===== config.mk =====
export PLATFORM = sky130hd
export DESIGN_NAME = fifo_ctrl
export DESIGN_NICKNAME = d
export VERILOG_FILES = /design/src/rtl/fifo_pkg.sv /design/src/rtl/fifo_ptr.sv /design/src/rtl/fifo_ctrl.sv
export SDC_FILE = /design/constraint.sdc
export NUM_CORES = 1
export LEC_CHECK = 0
export CORE_ASPECT_RATIO = 0.5
export CORE_MARGIN = 1.5
export CORE_UTILIZATION = 50
export CTS_BUF_LIST = sky130_fd_sc_hd__clkbuf_4 sky130_fd_sc_hd__clkbuf_8
export DETAILED_ROUTE_END_ITERATION = 10
export GPL_TIMING_DRIVEN = 0
export PLACE_DENSITY_LB_ADDON = 0.15
export SLEW_MARGIN = 20
export SYNTH_ARGS = -nofsm -noshare
export SYNTH_HDL_FRONTEND = slang
export SYNTH_SLANG_ARGS = --single-unit
export TNS_END_PERCENT = 5

===== constraint.sdc =====
create_clock -name Clk -period 3.6 [get_ports Clk]
set_input_delay 0.72 -clock Clk [delete_from_list [all_inputs] [get_ports Clk]]
set_output_delay 0.72 -clock Clk [all_outputs]
set_load 0.1 [all_outputs]

===== src/rtl/fifo_pkg.sv =====
// Shared constants for the bit-addressed FIFO controller.
// Thresholds are typed to the level width so comparisons stay exact.
package fifo_pkg;

  localparam int DEPTH = 512;
  localparam int AW    = 9;

  typedef logic [AW-1:0] adr_t;
  typedef logic [AW:0]   lvl_t;
  typedef logic [3:0]    step_t;

  localparam step_t W_BYTE = 4'd8;
  localparam step_t W_NIB  = 4'd4;
  localparam step_t W_SYM  = 4'd3;

  localparam lvl_t AFULL_LVL = 10'd504;
  localparam lvl_t FULL_LVL  = 10'd508;
  localparam lvl_t EMPTY_LVL = 10'd3;

  function automatic step_t push_w(input logic nib);
    return nib ? W_NIB : W_BYTE;
  endfunction

endpackage


===== src/rtl/fifo_ptr.sv =====
// Modulo-DEPTH bit pointer with clear and variable step.
// Wrap comes for free from the AW-bit adder.
module fifo_ptr
  import fifo_pkg::*;
(
  input  logic  Clk,
  input  logic  Rst,
  input  logic  clr,
  input  logic  en,
  input  step_t step,
  output adr_t  ptr
);

  always_ff @(posedge Clk or posedge Rst) begin
    if (Rst)
      ptr <= '0;
    else if (clr)
      ptr <= '0;
    else if (en)
      ptr <= ptr + adr_t'(step);
  end

endmodule


===== src/rtl/fifo_ctrl.sv =====
// Pointer and flow controller for 512-bit bit-addressed FIFO storage.
// 8/4-bit pushes, 3-bit pops, bit-granular fill level and sticky errors.
module fifo_ctrl
  import fifo_pkg::*;
(
  input  logic       Clk,
  input  logic       Rst,
  input  logic       wr_req,
  input  logic       wr_nib,
  input  logic [7:0] wr_data,
  input  logic       rd_req,
  input  logic       flush,
  input  logic [2:0] mem_out,
  output logic       wr_ack,
  output logic       rd_valid,
  output logic [2:0] rd_data,
  output logic       mem_wr,
  output logic       mem_bit4,
  output logic [7:0] mem_db,
  output adr_t       mem_in_adr,
  output adr_t       mem_out_adr,
  output logic       mem_out_en,
  output lvl_t       level,
  output logic       empty,
  output logic       afull,
  output logic       full,
  output logic       ovf,
  output logic       udf
);

  adr_t  wr_ptr;
  adr_t  rd_ptr;
  step_t wr_w;
  logic  wr_ok;
  logic  rd_ok;
  logic  wr_ref;
  logic  rd_ref;
  lvl_t  level_nxt;

  assign empty = level < EMPTY_LVL;
  assign afull = level > AFULL_LVL;
  assign full  = level > FULL_LVL;

  assign wr_w   = push_w(wr_nib);
  assign wr_ok  = wr_req & ~flush & (wr_nib ? ~full : ~afull);
  assign rd_ok  = rd_req & ~flush & ~empty;
  assign wr_ref = wr_req & ~flush & ~wr_ok;
  assign rd_ref = rd_req & ~flush & empty;

  // Pop only ever consumes bits already counted, so no underflow here.
  always_comb begin
    level_nxt = level;
    if (wr_ok)
      level_nxt = level_nxt + lvl_t'(wr_w);
    if (rd_ok)
      level_nxt = level_nxt - lvl_t'(W_SYM);
  end

  fifo_ptr u_wr_ptr (
    .Clk  (Clk),
    .Rst  (Rst),
    .clr  (flush),
    .en   (wr_ok),
    .step (wr_w),
    .ptr  (wr_ptr)
  );

  fifo_ptr u_rd_ptr (
    .Clk  (Clk),
    .Rst  (Rst),
    .clr  (flush),
    .en   (rd_ok),
    .step (W_SYM),
    .ptr  (rd_ptr)
  );

  always_ff @(posedge Clk or posedge Rst) begin
    if (Rst) begin
      level       <= '0;
      ovf         <= 1'b0;
      udf         <= 1'b0;
      mem_wr      <= 1'b1;
      mem_bit4    <= 1'b0;
      mem_db      <= '0;
      mem_in_adr  <= '0;
      mem_out_adr <= '0;
      mem_out_en  <= 1'b0;
      wr_ack      <= 1'b0;
      rd_valid    <= 1'b0;
      rd_data     <= '0;
    end else if (flush) begin
      level      <= '0;
      ovf        <= 1'b0;
      udf        <= 1'b0;
      mem_wr     <= 1'b1;
      mem_out_en <= 1'b0;
      wr_ack     <= 1'b0;
      rd_valid   <= 1'b0;
    end else begin
      level      <= level_nxt;
      ovf        <= ovf | wr_ref;
      udf        <= udf | rd_ref;
      mem_wr     <= ~wr_ok;
      wr_ack     <= wr_ok;
      mem_out_en <= rd_ok;
      rd_valid   <= mem_out_en;
      if (wr_ok) begin
        mem_db     <= wr_data;
        mem_bit4   <= wr_nib;
        mem_in_adr <= wr_ptr;
      end
      if (rd_ok)
        mem_out_adr <= rd_ptr;
      // Storage read data is valid for the whole enable cycle.
      if (mem_out_en)
        rd_data <= mem_out;
    end
  end

endmodule

==> results of run 1 <==
## flip-flops by register name, summed over array words and instances, names as in the netlist
register      count
rd_valid          1
u_rd_ptr.ptr      9
rd_data           3
u_wr_ptr.ptr      7
mem_in_adr        7
udf               1
mem_out_adr       9
mem_out_en        1
ovf               1
level            10
mem_db            8
wr_ack            1
mem_wr            1
mem_bit4          1
## repair_timing
action                                 CTS  global route
endpoints found under the hold margin    0             0
setup endpoints to repair                2             3
resized for setup                        2             3
## through the flow
stage | hold slack [ns] | setup slack (ns) | cell area (sq um) | std cells
6_report | 0.476 | 0.229 | 3910 | 456
2_1_floorplan | 0.459 | 0.0974 | 2980 | 304
3_5_place_dp | 0.466 | -0.299 | 3700 | 440
4_1_cts | 0.482 | 0.0601 | 3910 | 456
5_1_grt | 0.516 | 0.0548 | 3910 | 456
3_3_place_gp | 0.457 | -0.263 | 3700 | 440
## worst min-delay path: stages, from the launching register on
cell,delay (ns)
dfrtp_1,0.34
nand2_1,0.05
nand2_1,0.06
## per-layer routing
metal	share of wire [%]	track usage (%)
met1	44	28.4
met5	0	0
met4	2.4	9.04
met3	6.3	9.14
met2	47	38.0
## worst paths after layout
check                      slack [ns]             to      start  cells after the start
max                              0.23           full   level[0]                      7
min                              0.48      mem_db[0]  mem_db[0]                      2
max reg2reg                      0.64       level[7]   level[2]                     10
min reg2reg                      0.48      mem_db[0]  mem_db[0]                      2
max in group asynchronous        2.27  mem_in_adr[7]        Rst                      2
min in group asynchronous        0.84      mem_db[3]        Rst                      2
## cell families (layout without fill, tap and decap cells)
logic type,after synthesis,after routing,share of synthesized area [%]
AND/OR/NAND/NOR,134,134,21.0
flip-flops,60,60,50.6
AO/OA/AOI/OAI,32,32,7.46
buffers and inverters,29,108,4.00
XOR/XNOR,22,22,6.49
multiplexers,16,16,5.99
adder cells (fa/ha/maj),9,9,4.30
other,1,2,0.126
## final cells by class
cell class | instances | area (sq um)
Buffer | 11 | 51.3
Sequential cell | 60 | 1500
Clock buffer | 9 | 124
Clock inverter | 7 | 91.3
Fill cell | 461 | 1700
Timing Repair Buffer | 63 | 627
Multi-Input combinational cell | 215 | 1360
Inverter | 18 | 70.1
Tap cell | 73 | 91.3
## placed cells by master, fill, tap and decap left out, types with 3 or more instances in the layout
| cell type | instances |
|---|---|
| clkbuf_1 | 5 |
| xnor2_1 | 16 |
| clkinv_2 | 3 |
| o21ai_0 | 8 |
| clkbuf_8 | 9 |
| nor3_1 | 8 |
| inv_1 | 17 |
| a21oi_1 | 8 |
| nor2_1 | 36 |
| nand3_1 | 9 |
| clkdlybuf4s50_1 | 60 |
| or3_1 | 3 |
| nor2b_1 | 4 |
| dfrtp_1 | 59 |
| mux2_2 | 14 |
| ha_1 | 7 |
| nand2_1 | 54 |
| nand2b_1 | 3 |
| xor2_1 | 6 |
==> results.py, run 1 <==
metrics = {
    "routing": {
        "wl_mm": 6.68,
        "drc_errors": 6,
        "wire_per_inst_um": 14.6,
        "num_vias": 2416,
        "drtIter0Drc": 133,
        "ant_nets": 0,
        "drt_pass1_iterations": 8,
        "viasPerCell": 5.30,
    },
    "die": {
        "die_y_um": 57.5,
        "start_util_pct": 52.9,
        "die_width_um": 112,
        "ios": 66,
        "fp.dieArea_sq_um": 6440,
        "fp-row-count": 19,
        "core_sq_um": 5610,
    },
    "clock_network": {
        "cts-root-buf": "clkbuf_8",
        "clock_sinks": 60,
        "cts_buffers": 9,
        "cts_setup_buffers": 0,
        "tritoncts": "done",
        "clockBufferDepth": 2,
        "clk_pin_slew_ns": 0.07,
        "htree_levels": 3,
        "cts_hold_buffers": 0,
        "clk_latency_ns": 0.35,
    },
    "status": {
        "violations": "design-rule violations",
        "status": "finished, violations left",
    },
    "timing": {
        "setup_viol": 0,
        "setup_tns_ns": 0,
        "period_share_pct": 93.6,
        "relSlewSlack_pct": 33.3,
        "max_freq_mhz": 297,
        "worstMarginPinSlew_ns": 0.998,
        "hold_violations": 0,
        "timing.final.crit_period_ns": 3.37,
        "finClkSkew_ns": 0.00525,
        "slew_violations": 0,
        "rsz0062_at_grt": "false",
    },
    "placement": {
        "gp_congestion": 0.831,
        "portBuffers": 63,
        "post-dp-hpwl_mm": 4.81,
    },
    "worst_hold_path": {
        "hold_path_class": "register to register",
    },
    "setup_path": {
        "crit_family": "buffers and inverters",
        "crit_path_end_kind": "primary output",
        "max_stage_delay_ns": 1.12,
        "crit_path_top_delay_cell": "clkdlybuf4s50_1",
        "path_cells": "inv_1, ha_1, nand2b_1, nor3_1, nor2_1, inv_1, clkdlybuf4s50_1",
        "crit_arrival_ns": 2.65,
        "cp_common_cell": "inv_1",
        "path_buf_inv": 3,
        "path_class": "register to primary output",
        "startpoint_type": "register",
        "cp_data_required_time_ns": 2.88,
        "cp_max_fo": 4,
    },
    "global_route": {
        "grt_first_pass_wirelength_mm": 11.4,
        "grt_start_max_net_pins": 61,
        "grt_pass1_vias": 2445,
        "grtUsageTotal_pct": 23.2,
        "grt_antenna_before_repair": 0,
        "grt_overflow": 0,
    },
    "yosys": {
        "synth_edf_count": 0,
        "yosys_most_used_dff": "dfrtp_1",
        "synth_area_sq_um": 2970,
        "synth_most_common_cell": "dfrtp_1",
        "synthArstFlopShare_pct": 100,
        "ys_warn_count": 0,
        "ys_seq_area_share_pct": 50.6,
        "syn_avg_cell_area_sq_um": 9.79,
        "synth_seq_cells": 60,
        "ys_top_cells_by_area": "dfrtp_1 (50%), nand2_1 (6.8%), mux2_2 (5.3%)",
        "synth_common_cells": "dfrtp_1 (59), nand2_1 (54), nor2_1 (36)",
        "synth_cells": 303,
        "synthDistinctLibCells": 51,
        "synth.top_cell.area_share_pct": 49.7,
        "synth_top_area_cell": "dfrtp_1",
    },
    "job": {
        "maxCapViolCount": 0,
    },
    "cells_and_area": {
        "synthToLayoutAreaGrowth_pct": 31.8,
        "n_antenna_cell": 0,
        "finish.utilization_pct": 69.7,
        "nNetsFinal": 404,
        "drive_gt1_share_pct": 11.5,
    },
}
Power of run 1 is not shown: default switching activity piles up to over one toggle a cycle in this logic, so the estimate is an artifact.
==> run 2: changes to the inputs <==
--- a/config.mk
+++ b/config.mk
@@ -11,7 +11,9 @@
 export CTS_BUF_LIST = sky130_fd_sc_hd__clkbuf_4 sky130_fd_sc_hd__clkbuf_8
 export DETAILED_ROUTE_END_ITERATION = 10
 export GPL_TIMING_DRIVEN = 0
+export MAX_ROUTING_LAYER = met4
 export PLACE_DENSITY_LB_ADDON = 0.15
+export SKIP_CTS_REPAIR_TIMING = 1
 export SLEW_MARGIN = 20
 export SYNTH_ARGS = -nofsm -noshare
 export SYNTH_HDL_FRONTEND = slang
==> results.py, run 2 (synthesized netlist as in run 1, its figures left out) <==
metrics = {
    "timing": {
        "slew_violations": 0,
        "relSlewSlack_pct": 33.3,
        "period_share_pct": 93.5,
        "worstMarginPinSlew_ns": 0.998,
        "finClkSkew_ns": 0.00530,
        "max_freq_mhz": 297,
        "holdWs_ns": 0.476,
        "rsz0062_at_grt": "false",
        "setup_viol": 0,
        "timing.final.crit_period_ns": 3.37,
        "hold_violations": 0,
    },
    "worst_hold_path": {
        "min-delay-start": "mem_db[0]",
        "whs_path_depth": 2,
        "min_to": "mem_db[0]",
        "hold_path_class": "register to register",
    },
    "die": {
        "ios": 66,
        "fp.dieArea_sq_um": 6440,
        "die_y_um": 57.5,
        "start_util_pct": 52.9,
        "fp-row-count": 19,
        "die_width_um": 112,
        "core_sq_um": 5610,
    },
    "cells_and_area": {
        "finish.utilization_pct": 69.8,
        "synthToLayoutAreaGrowth_pct": 32.0,
        "largest_reg_flops": 10,
        "stdcell_count": 456,
        "nNetsFinal": 404,
        "largest_registers": "level: 10 flops, mem_out_adr: 9 flops, u_rd_ptr.ptr: 9 flops",
        "final_common_cell": "clkdlybuf4s50_1",
        "seq_area_sq_um": 1500,
        "design_area_sq_um": 3920,
        "top_register": "level",
        "n_antenna_cell": 0,
        "multiInputGateArea_sq_um": 1360,
        "drive_gt1_share_pct": 11.5,
        "layout_common_cells": "clkdlybuf4s50_1 (60), dfrtp_1 (59), nand2_1 (54)",
        "fillers": 459,
    },
    "routing": {
        "wl_mm": 6.69,
        "drt_pass1_iterations": 8,
        "drtIter0Drc": 136,
        "wire_per_inst_um": 14.7,
        "viasPerCell": 5.33,
        "drc_errors": 6,
        "ant_nets": 0,
        "num_vias": 2429,
    },
    "setup_path": {
        "path_class": "register to primary output",
        "startpoint_type": "register",
        "r2r_cells": 10,
        "regToRegStartpoint": "level[2]",
        "r2r-end": "level[7]",
        "rrSetupSlack_ns": 0.64,
        "crit_path_end_kind": "primary output",
        "crit_arrival_ns": 2.65,
        "cp_data_required_time_ns": 2.88,
        "cp_max_fo": 4,
    },
    "placement": {
        "postPlaceCellArea_sq_um": 3700,
        "placed_cells": 440,
        "portBuffers": 63,
        "gp_congestion": 0.844,
        "post-dp-hpwl_mm": 4.81,
    },
    "clock_network": {
        "htree_levels": 3,
        "cts_buffers": 9,
        "tritoncts": "done",
        "clk_pin_slew_ns": 0.07,
        "clock_sinks": 60,
        "clk_latency_ns": 0.35,
        "clockBufferDepth": 2,
        "cts-root-buf": "clkbuf_8",
    },
    "global_route": {
        "grtUsageTotal_pct": 24.0,
        "grt_start_max_net_pins": 61,
        "grt_antenna_before_repair": 0,
        "grt_overflow": 0,
        "grt_pass1_vias": 2447,
        "grt_first_pass_wirelength_mm": 11.4,
    },
    "status": {
        "violations": "design-rule violations",
        "status": "finished, violations left",
    },
    "job": {
        "maxCapViolCount": 0,
    },
}
[run 2: cell count changes in the layout (fill, tap and decap cells not counted)]
cell	change
dlymetal6s2s_1	+1
dlygate4sd2_1	-1
[run 2: per-layer routing]
layer  wire (um)  part of all wire [%]  GRT usage, %
met1        2980                    45          28.4
met2        3180                    48          38.0
met3         401                   6.0          9.14
met4         130                   1.9          9.04
met5           0                     0             -
[run 2: layout make-up]
type,count,area share (%)
timing repair buffer,63,16.1
buffer,11,1.31
inverter,18,1.79
clock buffer,9,3.16
sequential,60,38.4
clock inverter,7,2.33
multi-input combinational,215,34.6
tap,73,2.33
[run 2: critical path: stages (launching register included)]
cell and delay (ns):
dfrtp_1 0.39, inv_1 0.09, ha_1 0.24, nand2b_1 0.16, nor3_1 0.13, nor2_1 0.09
inv_1 0.07, clkdlybuf4s50_1 1.12
[run 2: stage by stage]
stage / TNS (ns) / worst slack (ns)
3_5_place_dp: -0.704 / -0.299
3_3_place_gp: -0.579 / -0.263
4_1_cts: -0.264 / -0.221
6_report: 0 / 0.235
2_1_floorplan: 0 / 0.0974
5_1_grt: 0 / 0.0548
[run 2: worst max-delay path by stage]
| stage | start | endpoint | slack (ns) | depth (start not counted) |
|---|---|---|---|---|
| after floorplan | level[6] | empty | 0.1 | 2 |
| after global placement | wr_nib | level[7] | -0.26 | 11 |
| after detailed placement | wr_nib | level[7] | -0.30 | 11 |
| after CTS | level[0] | afull | -0.22 | 7 |
| after global routing | level[0] | full | 0.05 | 7 |
| final | level[0] | full | 0.23 | 7 |
Power of run 2 is left out for the same reason.
